<file path="config.mk">
export PLATFORM = sky130hd
export DESIGN_NAME = bcd_para_binario
export DESIGN_NICKNAME = d
export VERILOG_FILES = /design/src/rtl/bcd_pkg.sv /design/src/rtl/bcd_para_binario_passo_mul10.sv /design/src/rtl/bcd_para_binario.sv
export SDC_FILE = /design/constraint.sdc
export NUM_CORES = 1
export LEC_CHECK = 0
export ABC_CLOCK_PERIOD_IN_PS = 3300
export CAP_MARGIN = 0
export CORE_MARGIN = 2
export CORE_UTILIZATION = 50
export CTS_CLUSTER_DIAMETER = 200
export CTS_CLUSTER_SIZE = 8
export DETAILED_ROUTE_END_ITERATION = 10
export GPL_ROUTABILITY_DRIVEN = 0
export GPL_TIMING_DRIVEN = 0
export HOLD_SLACK_MARGIN = 0.1
export PLACE_DENSITY = 0.78
export SETUP_SLACK_MARGIN = 0.1
export SYNTH_ARGS = -nofsm -noshare
export SYNTH_HDL_FRONTEND = slang
export SYNTH_SLANG_ARGS = --single-unit
</file>
<file path="constraint.sdc">
create_clock -name clk -period 3.3 [get_ports clk]
set_clock_uncertainty 0.15 [all_clocks]
set_input_delay 0.33 -clock clk [delete_from_list [all_inputs] [get_ports clk]]
set_output_delay 0.33 -clock clk [all_outputs]
set_load 0.1 [all_outputs]
</file>
<file path="src/rtl/bcd_pkg.sv">
// Shared types and constants for the BCD-to-binary input path.
// State encoding, digit and value limits, and the invalid-digit check.
package bcd_pkg;

   typedef enum logic [1:0] {
      OCIOSO   = 2'd0,
      CONVERTE = 2'd1,
      FIM      = 2'd2
   } estado_t;

   localparam logic [3:0]  DIGITO_MAX     = 4'd9;
   localparam logic [16:0] VALOR_MAX      = 17'd65535;
   localparam int          NUM_DIGITOS    = 5;
   localparam logic [15:0] VALOR_SATURADO = 16'hFFFF;
   localparam logic [2:0]  ULTIMO_PASSO   = 3'(NUM_DIGITOS - 1);

   // True when any of the packed nibbles is not a decimal digit.
   function automatic logic algum_invalido(input logic [19:0] digitos);
      logic inv;
      inv = 1'b0;
      for (int i = 0; i < NUM_DIGITOS; i++) begin
         if (digitos[4*i +: 4] > DIGITO_MAX) begin
            inv = 1'b1;
         end else begin
            inv = inv;
         end
      end
      return inv;
   endfunction

endpackage

</file>
<file path="src/rtl/bcd_para_binario_passo_mul10.sv">
// One fold step: acc*10 + digit.
// The multiply is done with two shifts so no multiplier is inferred.
module passo_mul10 (
   input  logic [16:0] acc,
   input  logic [3:0]  digito,
   output logic [16:0] resultado
);

   logic [16:0] acc_x8_s;
   logic [16:0] acc_x2_s;

   assign acc_x8_s  = acc << 3;
   assign acc_x2_s  = acc << 1;
   assign resultado = acc_x8_s + acc_x2_s + {13'd0, digito};

endmodule

</file>
<file path="src/rtl/bcd_para_binario.sv">
// Five-digit packed BCD to 16-bit binary converter, one digit per clock.
// Out-of-range digits or results above 65535 saturate to FFFF with erro set.
module bcd_para_binario
   import bcd_pkg::*;
(
   input  logic        clk,
   input  logic        reset_n,
   input  logic        iniciar,
   input  logic [3:0]  dezenademilhar,
   input  logic [3:0]  milhar,
   input  logic [3:0]  centena,
   input  logic [3:0]  dezena,
   input  logic [3:0]  unidade,
   output logic [15:0] dado,
   output logic        pronto,
   output logic        ocupado,
   output logic        erro
);

   estado_t     estado_r;
   estado_t     prox_estado_s;
   logic [19:0] digitos_s;
   logic [19:0] desloc_r;
   logic [16:0] acc_r;
   logic [16:0] acc_prox_s;
   logic [2:0]  cont_r;
   logic        invalido_r;
   logic [15:0] dado_r;
   logic        erro_r;
   logic        ultimo_passo_s;

   assign digitos_s      = {dezenademilhar, milhar, centena, dezena, unidade};
   assign ultimo_passo_s = (cont_r == ULTIMO_PASSO);

   passo_mul10 u_passo (
      .acc       (acc_r),
      .digito    (desloc_r[19:16]),
      .resultado (acc_prox_s)
   );

   // State register.
   always_ff @(posedge clk or negedge reset_n) begin
      if (!reset_n) begin
         estado_r <= OCIOSO;
      end else begin
         estado_r <= prox_estado_s;
      end
   end

   // Next-state logic; iniciar is only looked at while idle.
   always_comb begin
      prox_estado_s = estado_r;
      case (estado_r)
         OCIOSO:   prox_estado_s = iniciar ? CONVERTE : OCIOSO;
         CONVERTE: prox_estado_s = ultimo_passo_s ? FIM : CONVERTE;
         FIM:      prox_estado_s = OCIOSO;
         default:  prox_estado_s = OCIOSO;
      endcase
   end

   // Status outputs decoded from the state register.
   always_comb begin
      pronto  = 1'b0;
      ocupado = 1'b0;
      case (estado_r)
         OCIOSO:   begin pronto = 1'b0; ocupado = 1'b0; end
         CONVERTE: begin pronto = 1'b0; ocupado = 1'b1; end
         FIM:      begin pronto = 1'b1; ocupado = 1'b1; end
         default:  begin pronto = 1'b0; ocupado = 1'b0; end
      endcase
   end

   // Datapath: capture, fold one digit per step, load result on the last step.
   always_ff @(posedge clk or negedge reset_n) begin
      if (!reset_n) begin
         desloc_r   <= 20'd0;
         acc_r      <= 17'd0;
         cont_r     <= 3'd0;
         invalido_r <= 1'b0;
         dado_r     <= 16'd0;
         erro_r     <= 1'b0;
      end else begin
         case (estado_r)
            OCIOSO: begin
               if (iniciar) begin
                  desloc_r   <= digitos_s;
                  acc_r      <= 17'd0;
                  cont_r     <= 3'd0;
                  invalido_r <= algum_invalido(digitos_s);
               end
            end
            CONVERTE: begin
               acc_r    <= acc_prox_s;
               desloc_r <= {desloc_r[15:0], 4'd0};
               cont_r   <= cont_r + 3'd1;
               if (ultimo_passo_s) begin
                  if (invalido_r || (acc_prox_s > VALOR_MAX)) begin
                     dado_r <= VALOR_SATURADO;
                     erro_r <= 1'b1;
                  end else begin
                     dado_r <= acc_prox_s[15:0];
                     erro_r <= 1'b0;
                  end
               end
            end
            default: begin
            end
         endcase
      end
   end

   assign dado = dado_r;
   assign erro = erro_r;

endmodule
</file>
# Word level (Yosys, flattened, before mapping)
# Cells that the tools add are included.
[word_totals]
register_bits = 59
input_bits = 23
out_inout_bits = 19
word_cells = 45
[op_classes]
addsub = 3
order_cmp = 6
eq_ne = 4
mux = 18
n_reduce_logical = 7
[op_table]
columns = ["op", "count"]
rows = [
  ["$pmux 20 s2", 1],
  ["$mux 16", 2],
  ["$pmux 16 s2", 1],
  ["$gt 4x4->1 const B", 5],
  ["$mux 20", 1],
  ["$add 17x17->17", 1],
  ["$add 17x4->17", 1],
  ["$gt 17x16->1 const B", 1],
  ["$mux 1", 9],
  ["$pmux 3 s2", 1],
  ["$reduce_and 2->1", 3],
  ["$pmux 2 s2", 1],
  ["$add 3x1->3 const B", 1],
  ["$eq 3x3->1 const B", 1],
  ["$mux 3", 1],
  ["$eq 2x1->1 const B", 1],
  ["$eq 2x2->1 const B", 1],
  ["$logic_not 2->1", 1],
  ["$mux 2", 1],
  ["$ne 2x2->1 const B", 1],
  ["$reduce_bool 2->1", 1],
  ["$reduce_or 2->1", 1],
  ["$logic_or 1x1->1", 1],
]

# Depth between registers and ports, before layout
# Gate-level depths: netlist (run 1).
[depth]
word_depth = 6
depth_mapped = 11
ltp_nobuf = 10

# By module
# From an unflattened synthesis (run 1), not the netlist that was laid out.
[hier_totals]
cells_unflattened = 346
area_unflattened_um2 = 3465.8
[by_module_without_submodules]
columns = ["mod", "instances", "cells_each", "area_per_inst_um2", "seq_area_each_um2"]
rows = [
  ["bcd_para_binario", 1, 243, 2588.7, 1501.4],
  ["passo_mul10", 1, 103, 877.1, 0.0],
]

# Least setup slack after synthesis (run 1)
# OpenSTA, ideal clock, no wires.
[synth_timing]
path_kind = "register to register"
startpoint = "register acc_r[0]"
endpoint = "register dado_r[2], in the netlist dado[2]"
setup_ps = 121
arrival_ps = 2590
required_time_ps = 3029
slack_ps = 438
path_stages_with_launch = 11
path_buffers = 1
period_less_slack_ps = 2862
cell_sequence = "dfrtp_1 -> inv_1 -> fa_1 -> fa_1 -> nand2b_1 -> a21oi_2 -> o211ai_4 -> a2111oi_4 -> nor2_2 -> buf_6 -> o22a_1"
[synth_via]
elab_chain_cells = 5
[synth_lines]
columns = ["element", "line_no", "source"]
rows = [
  ["start: declaration", "bcd_para_binario.sv:24", "logic [16:0] acc_r;"],
  ["start signal: assignment", "bcd_para_binario.sv:93", "acc_r <= acc_prox_s;"],
  ["$add 17x17->17 (*)", "bcd_para_binario_passo_mul10.sv:14", "assign resultado = acc_x8_s + acc_x2_s + {13'd0, digito};"],
  ["$add 17x4->17 (*)", "bcd_para_binario_passo_mul10.sv:14", ""],
  ["$gt 17x16->1", "bcd_para_binario.sv:97", "if (invalido_r || (acc_prox_s > VALOR_MAX)) begin"],
  ["$logic_or 1x1->1", "bcd_para_binario.sv:97", ""],
  ["$mux 16 (*)", "bcd_para_binario.sv:97", ""],
  ["end signal: assignment", "bcd_para_binario.sv:101", "dado_r <= acc_prox_s[15:0];"],
  ["end: declaration", "bcd_para_binario.sv:28", "logic [15:0] dado_r;"],
]
# Every way passes the cells marked *; elsewhere a longest branch is shown, timed or not.
# A chain may end at the register's enable or synchronous reset.

# Worst setup path after layout (run 1)
[layout_timing]
startpoint = "register acc_r[0]"
endpoint = "register dado_r[7], in the netlist dado[7]"
# Same word-level chain as after synthesis.

==> results of run 1 <==
logic make-up after synthesis:
group / share of synthesized area [%]
AO/OA/AOI/OAI: 21.27
adder cells (fa/ha/maj): 13.05
buffers and inverters: 3.389
flip-flops: 42.54
XOR/XNOR: 2.776
AND/OR/NAND/NOR: 12.08
multiplexers: 4.903
layout make-up:
| class | count | area [sq um] |
|---|---|---|
| fillers | 578 | 2532 |
| multi-input cells | 261 | 1892 |
| flip-flops and latches | 59 | 1476 |
| repair buffers | 44 | 442.9 |
| clock buffers | 12 | 145.1 |
| well taps | 80 | 100.1 |
| plain buffers | 13 | 61.31 |
| inverters | 15 | 56.30 |
| clock inverters | 4 | 50.05 |
sequential cells by signal, summed over array words and instances, names as in the netlist:
register and flops:
desloc_r 20, acc_r 16, dado 16, cont_r 3
estado_r 2, erro 1, invalido_r 1
power by group through the flow:
stage	Sequential (uW)	Combinational (uW)	Clock [uW]
after floorplan	1670	1340	0
after global placement	1170	2350	0
after detailed placement	1180	2440	0
after CTS	1170	2450	677
after global routing	1210	2660	708
final	1170	2450	667
metal layers:
layer / vias up / global-route usage, %
li1: 1362 / -
met1: 1367 / 25.29
met2: 68 / 39.81
met3: 12 / 6.351
met4: 0 / 9.510
met5: - / 0
cell usage in the layout (no fill, tap or decap), drive strengths merged, types with 3 or more instances in the layout:
cell type,count
dfrtp,59
nand2,45
clkdlybuf4s50,40
o21ai,34
ha,33
nor2,23
clkbuf,19
mux2i,17
a21oi,17
inv,14
o22a,12
buf,9
a22o,8
xnor2,7
a21o,6
a22oi,6
nand3,4
nor2b,4
xor2,4
and3,4
and2,3
o31ai,3
a211oi,3
nand2b,3
how the worst max path moves through the flow:
stage | slack (ps) | cells after the start | to
global route | 110 | 9 | acc_r[15]$_DFFE_PN0P_
detailed placement | 240 | 10 | dado[2]$_DFFE_PN0P_
floorplan | 440 | 10 | dado[2]$_DFFE_PN0P_
global placement | -80 | 1 | desloc_r[1]$_DFFE_PN0P_
finish | 290 | 10 | dado[7]$_DFFE_PN0P_
CTS | 190 | 10 | dado[7]$_DFFE_PN0P_
timing repair:
action                                 CTS  global route
buffers inserted                         0             1
resized for setup                        0             2
endpoints found under the hold margin   20             0
hold buffers                             1             0
setup endpoints to repair                0            14
Yosys cell counts (2+ instances only):
cell type and count:
a211oi_1 2, a21o_1 6, a21oi_1 16, a22o_1 8, a22oi_1 6, and2_1 3
and3_1 3, and4_1 2, buf_2 4, clkbuf_1 7, dfrtp_1 59, fa_1 2
ha_1 33, inv_1 14, mux2i_1 17, nand2_1 45, nand2b_1 3, nand3_1 4
nor2_1 22, nor2b_1 4, o21a_1 2, o21ai_0 34, o221ai_1 2, o22a_1 12
o31ai_1 3, xnor2_1 7, xor2_1 4
critical path: stages (launching register included):
cell       delay [ps]
dfrtp_1           400
inv_1              80
fa_1              460
fa_1              480
nand2b_4          180
a21oi_4           180
o211ai_4          120
a2111oi_4         390
nor2_2            130
buf_6             160
o22a_1            160
metrics by stage:
step	setup TNS, ps	area [sq um]	hold slack (ps)	utilization, %
after CTS	0	4202	335.2	62.19
final	0	4224	332.5	62.52
after global routing	0	4224	367.1	62.52
after detailed placement	0	3996	168.8	59.15
after floorplan	0	3471	-115.6	-
after global placement	-4504	3981	314.1	58.93
==> impl_results.md, run 1 <==
* Routed via count at ~2800
* Critical path class: reg2reg
* Fraction of layout cells with a size suffix above 1 at under 10%
* Distinct cells, synth at slightly above 50
* Root buffer cell: clkbuf_8
* Dpl cells at 470
* CTS tree: yes
* Number of CTS-inserted buffers at 9
* Endpoints failing hold at 0
* Nets at between 400 and 500
* TritonRoute pass-1 iters at 4
* RSZ-0062 raised after global routing: no
* Seq/Total Area, Yosys at 42.54%
* Post-layout worst setup margin at ~290 ps
* Top Layer Used: met4
* MaxCap Viol Count at 0
* Clk Latency, worst-skew pair at approximately 350 ps
* Worst-margin pin slew at a little under 1000 ps
* Met3 routed WL at roughly 310 um
* Worst setup SP type: flip-flop
* Outcome: finished clean
* Pwr dens at around 1000 mW/mm^2
* Final Power at around 4300 uW
* Maximum VDD drop at about 0.42 mV
* WL met1 at between 3000 and 4000 um
* Die height at between 80 and 90 um
* YS warnings at 0
* DP HPWL at 5898 um
* Clock power frac at about 16%
* CP Max Fanout at 10
* Global-route wire length before repair at about 13000 um
* Slew Limit Fails at 0
* Worst EP required at about 3400 ps
* Mean area per synthesized cell at 9.974 sq um
* Yosys top cell by area: dfrtp_1
* Wire per inst at ~16 um
* Routed wl met2 at around 4000 um
* # rows at 30
* Fraction of registers with async set/reset at 100.0%
* Clk buf depth at 2
* Cells after synthesis at approximately 350
* Mapped cell area at 0.003471 sq mm
* Vias in the first global route at ~2900
* Initial drt markers at about 120
* Fin crit period at around 3000 ps
* Die width at 87.32 um
* Gr usage total at a little under a quarter
* Reg2Reg Setup Slack at a little under 300 ps
* Largest net degree at the start of global routing at 40
* Most area-consuming cells after synthesis: dfrtp_1, ha_1, mux2i_1
* Deepest level of the CTS H-tree at 3
* Internal cell power at approximately 2200 uW
* P_sw at approximately 2100 uW
* Worst r2r dst: dado[7]$_DFFE_PN0P_
* Clk slew on worst S/H paths at roughly 70 ps
* Worst Hold Class: in2async
* Starting density of the core at about half
* Slew headroom at 34.71%
* Diodes inserted at 0
* R2R depth at 10
* CP arrival at around 3000 ps
* Synth-to-Final Area Change at 21.70%
* IO Pins at between 40 and 50
* Antenna-violating nets left at 0
* Final period util at 91.17%
* Top FF cell, synth: dfrtp_1
* Final setup violation count at 0
* Number of synthesized flops with an enable pin at 0
* Worst slack, placed at 235.0 ps
* P_leak at between 0.0015 and 0.002 uW
* DIE AREA at 0.007624 sq mm
* Buffers on Ports at 41
* DR vias/cell at between 5 and 6
* Final std cells w/o fill at 488
* Gate power share at a little under three fifths
* CTS sink cnt at 59
* Remaining global-route overflow at 0
* Fmax at 0.3324 GHz
* Core Area at ~0.0068 sq mm
* Reg2Reg Launch Point: acc_r[0]$_DFFE_PN0P_
* Syn nets at between 400 and 500
* Seq cells post-synth at slightly below 60
* Sw Share at roughly half
* Post-route DRC at 0
* Crit. End Element: flip-flop
* Crit. Startpoint: acc_r[0]$_DFFE_PN0P_
* Area share of the largest cell type after synthesis at between 40% and 50%
* Antenna violations before repair at 0
* Part of the power in registers at a little over a quarter
* Post-Route WL at 7926 um
No activity file was read; power rests on OpenSTA's default activity.
==> inputs of run 2 (changes only) <==
--- a/config.mk
+++ b/config.mk
@@ -7,7 +7,6 @@
 export LEC_CHECK = 0
 export ABC_CLOCK_PERIOD_IN_PS = 3300
 export CAP_MARGIN = 0
-export CORE_MARGIN = 2
 export CORE_UTILIZATION = 50
 export CTS_CLUSTER_DIAMETER = 200
 export CTS_CLUSTER_SIZE = 8
==> run 2 against run 1 <==
Wire length shrank 1.0%. Critical path type unchanged. Total power up 2.0%. Largest power group unchanged. Cell area is 0.80% higher. Utilization up 2.7 points. Sequential cell count unchanged.
==> impl_results.md, run 2 (synthesis results as in run 1) <==
* Biggest register: desloc_r
* Top delay family on crit path: adder cells
* Met3 routed WL at 236 um
* WL met1 at between 3000 and 4000 um
* IO Pins at 42
* DP HPWL at just under 6000 um
* Slew headroom at approximately 34%
* Synth-to-Final Area Change at 22.67%
* Gr usage total at about a quarter
* Endpoints failing hold at 0
* Nets at 461
* Buffers on Ports at about 40
* RSZ-0062 raised after global routing: no
* Worst-margin pin slew at ~980 ps
* Starting density of the core at a little over half
* CP peak stage delay at between 500 and 600 ps
* CP Max Fanout at 10
* P_leak at 0.001969 uW
* Vias in the first global route at about 2900
* Worst EP required at around 3400 ps
* Worst slack, placed at around 180 ps
* # rows at 29
* Top Layer Used: met4
* Most common cell after layout, fill and taps aside: dfrtp_1
* Final setup violation count at 0
* Max reg flops at 20
* DR vias/cell at slightly below 6
* Diodes inserted at 0
* Fraction of layout cells with a size suffix above 1 at 7.843%
* Die height at around 85 um
* Initial drt markers at approximately 130
* MaxCap Viol Count at 0
* Hold slack at approximately 340 ps
* Setup TNS at 0 ps
* Final instance area at approximately 0.0043 sq mm
* Remaining global-route overflow at 0
* Post-route DRC at 0
* Crit. End Element: flip-flop
* TritonRoute pass-1 iters at 4
* Fin crit period at 3090 ps
* CTS tree: yes
* Maximum VDD drop at between 0.5 and 0.6 mV
* Pwr dens at 1026 mW/mm^2
* CTS sink cnt at 59
* Worst setup SP type: flip-flop
* Die width at roughly 85 um
* Deepest level of the CTS H-tree at 3
* Antenna-violating nets left at 0
* DIE AREA at 0.007279 sq mm
* Outcome: finished clean
* Core Area at roughly 0.0065 sq mm
* Root buffer cell: clkbuf_8
* Routed wl met2 at between 3000 and 4000 um
* CP arrival at roughly 3200 ps
* Clk buf depth at 2
* Post-layout worst setup margin at ~210 ps
* Clk Latency, worst-skew pair at 350 ps
* CP cell instances: inv_1 > fa_1 > fa_1 > nand2b_1 > a21oi_4 > o211ai_4 > a2111oi_4 > nor2_2 > buf_6 > o22a_1
* Final Power at 4371 uW
* Final period util at a little over nine tenths
* CP most frequent cell: fa_1
* Slew Limit Fails at 0
* Worst Hold Class: reg2reg
* Number of CTS-inserted buffers at 9
* Fillers at roughly 560
* Global-route wire length before repair at 13340 um
* Antenna violations before repair at 0
* Largest net degree at the start of global routing at 35
* Clk slew on worst S/H paths at about 70 ps
* Routed via count at around 2800
* Fmax at ~0.32 GHz
* Most frequent cells in the layout: dfrtp_1, nand2_1, clkdlybuf4s50_1, o21ai_0, ha_1
* Crit path buf inv count at 2
* Post-Route WL at just under 8000 um
* Wire per inst at 16.17 um
* Critical path class: reg2reg
* DP Area at approximately 0.004 sq mm
* CP max-delay cell: fa_1
[run 2: changes by cell type in the layout (fill, tap and decap cells not counted), sizes merged]
cell / change
bufinv: +1
clkbuf: -2
clkinv: +1
[run 2: final cells by class]
type	instances	area [sq um]	area share, %
Tap cell	77	96.34	2.263
Inverter	15	56.30	1.322
Sequential cell	59	1476	34.68
Multi-Input combinational cell	261	1898	44.58
Buffer	13	61.31	1.440
Clock inverter	6	88.84	2.086
Timing Repair Buffer	44	442.9	10.40
Clock buffer	10	137.6	3.232
[run 2: final timing paths]
check                                          from  depth (start not counted)                 endpoint  slack, ps
setup / recovery           desloc_r[19]$_DFFE_PN0P_                         10      dado[2]$_DFFE_PN0P_        210
hold / removal              desloc_r[6]$_DFFE_PN0P_                          2  desloc_r[6]$_DFFE_PN0P_        340
setup reg to reg           desloc_r[19]$_DFFE_PN0P_                         10      dado[2]$_DFFE_PN0P_        210
hold reg to reg             desloc_r[6]$_DFFE_PN0P_                          2  desloc_r[6]$_DFFE_PN0P_        340
max in group asynchronous                   reset_n                          3     dado[13]$_DFFE_PN0P_       2010
min in group asynchronous                   reset_n                          2      dado[4]$_DFFE_PN0P_        380
[run 2: routing by layer]
| layer | vias up | track usage, % |
|---|---|---|
| met3 | 16 | 4.767 |
| met5 | - | 0 |
| met4 | 0 | 9.394 |
| li1 | 1366 | - |
| met1 | 1399 | 29.29 |
| met2 | 61 | 40.91 |
[run 2: repair_timing]
item | 4_1_cts | 5_1_grt
buffers inserted | 0 | 1
endpoints found under the setup margin | 0 | 17
hold buffers | 1 | 0
endpoints found under the hold margin | 25 | 0
gates resized for setup | 0 | 3
[run 2: worst min-delay path: cells and delay by family (launching register included)]
family / cells / cell delay [ps]
AOI/OAI and AO/OA: 1 / 60
DFF: 1 / 340
and+or+nand+nor: 1 / 50
[run 2: metrics by stage]
step,util (%),cells
CTS,64.75,484
floorplan,-,348
finish,65.19,485
detailed placement,61.13,467
global route,65.19,485
global placement,60.90,466
[run 2: power by group]
group | internal (uW) | switching [uW] | total (uW)
clock | 445 | 294 | 739
combinational | 809 | 1650 | 2460
sequential | 992 | 183 | 1180
total | 2250 | 2120 | 4370
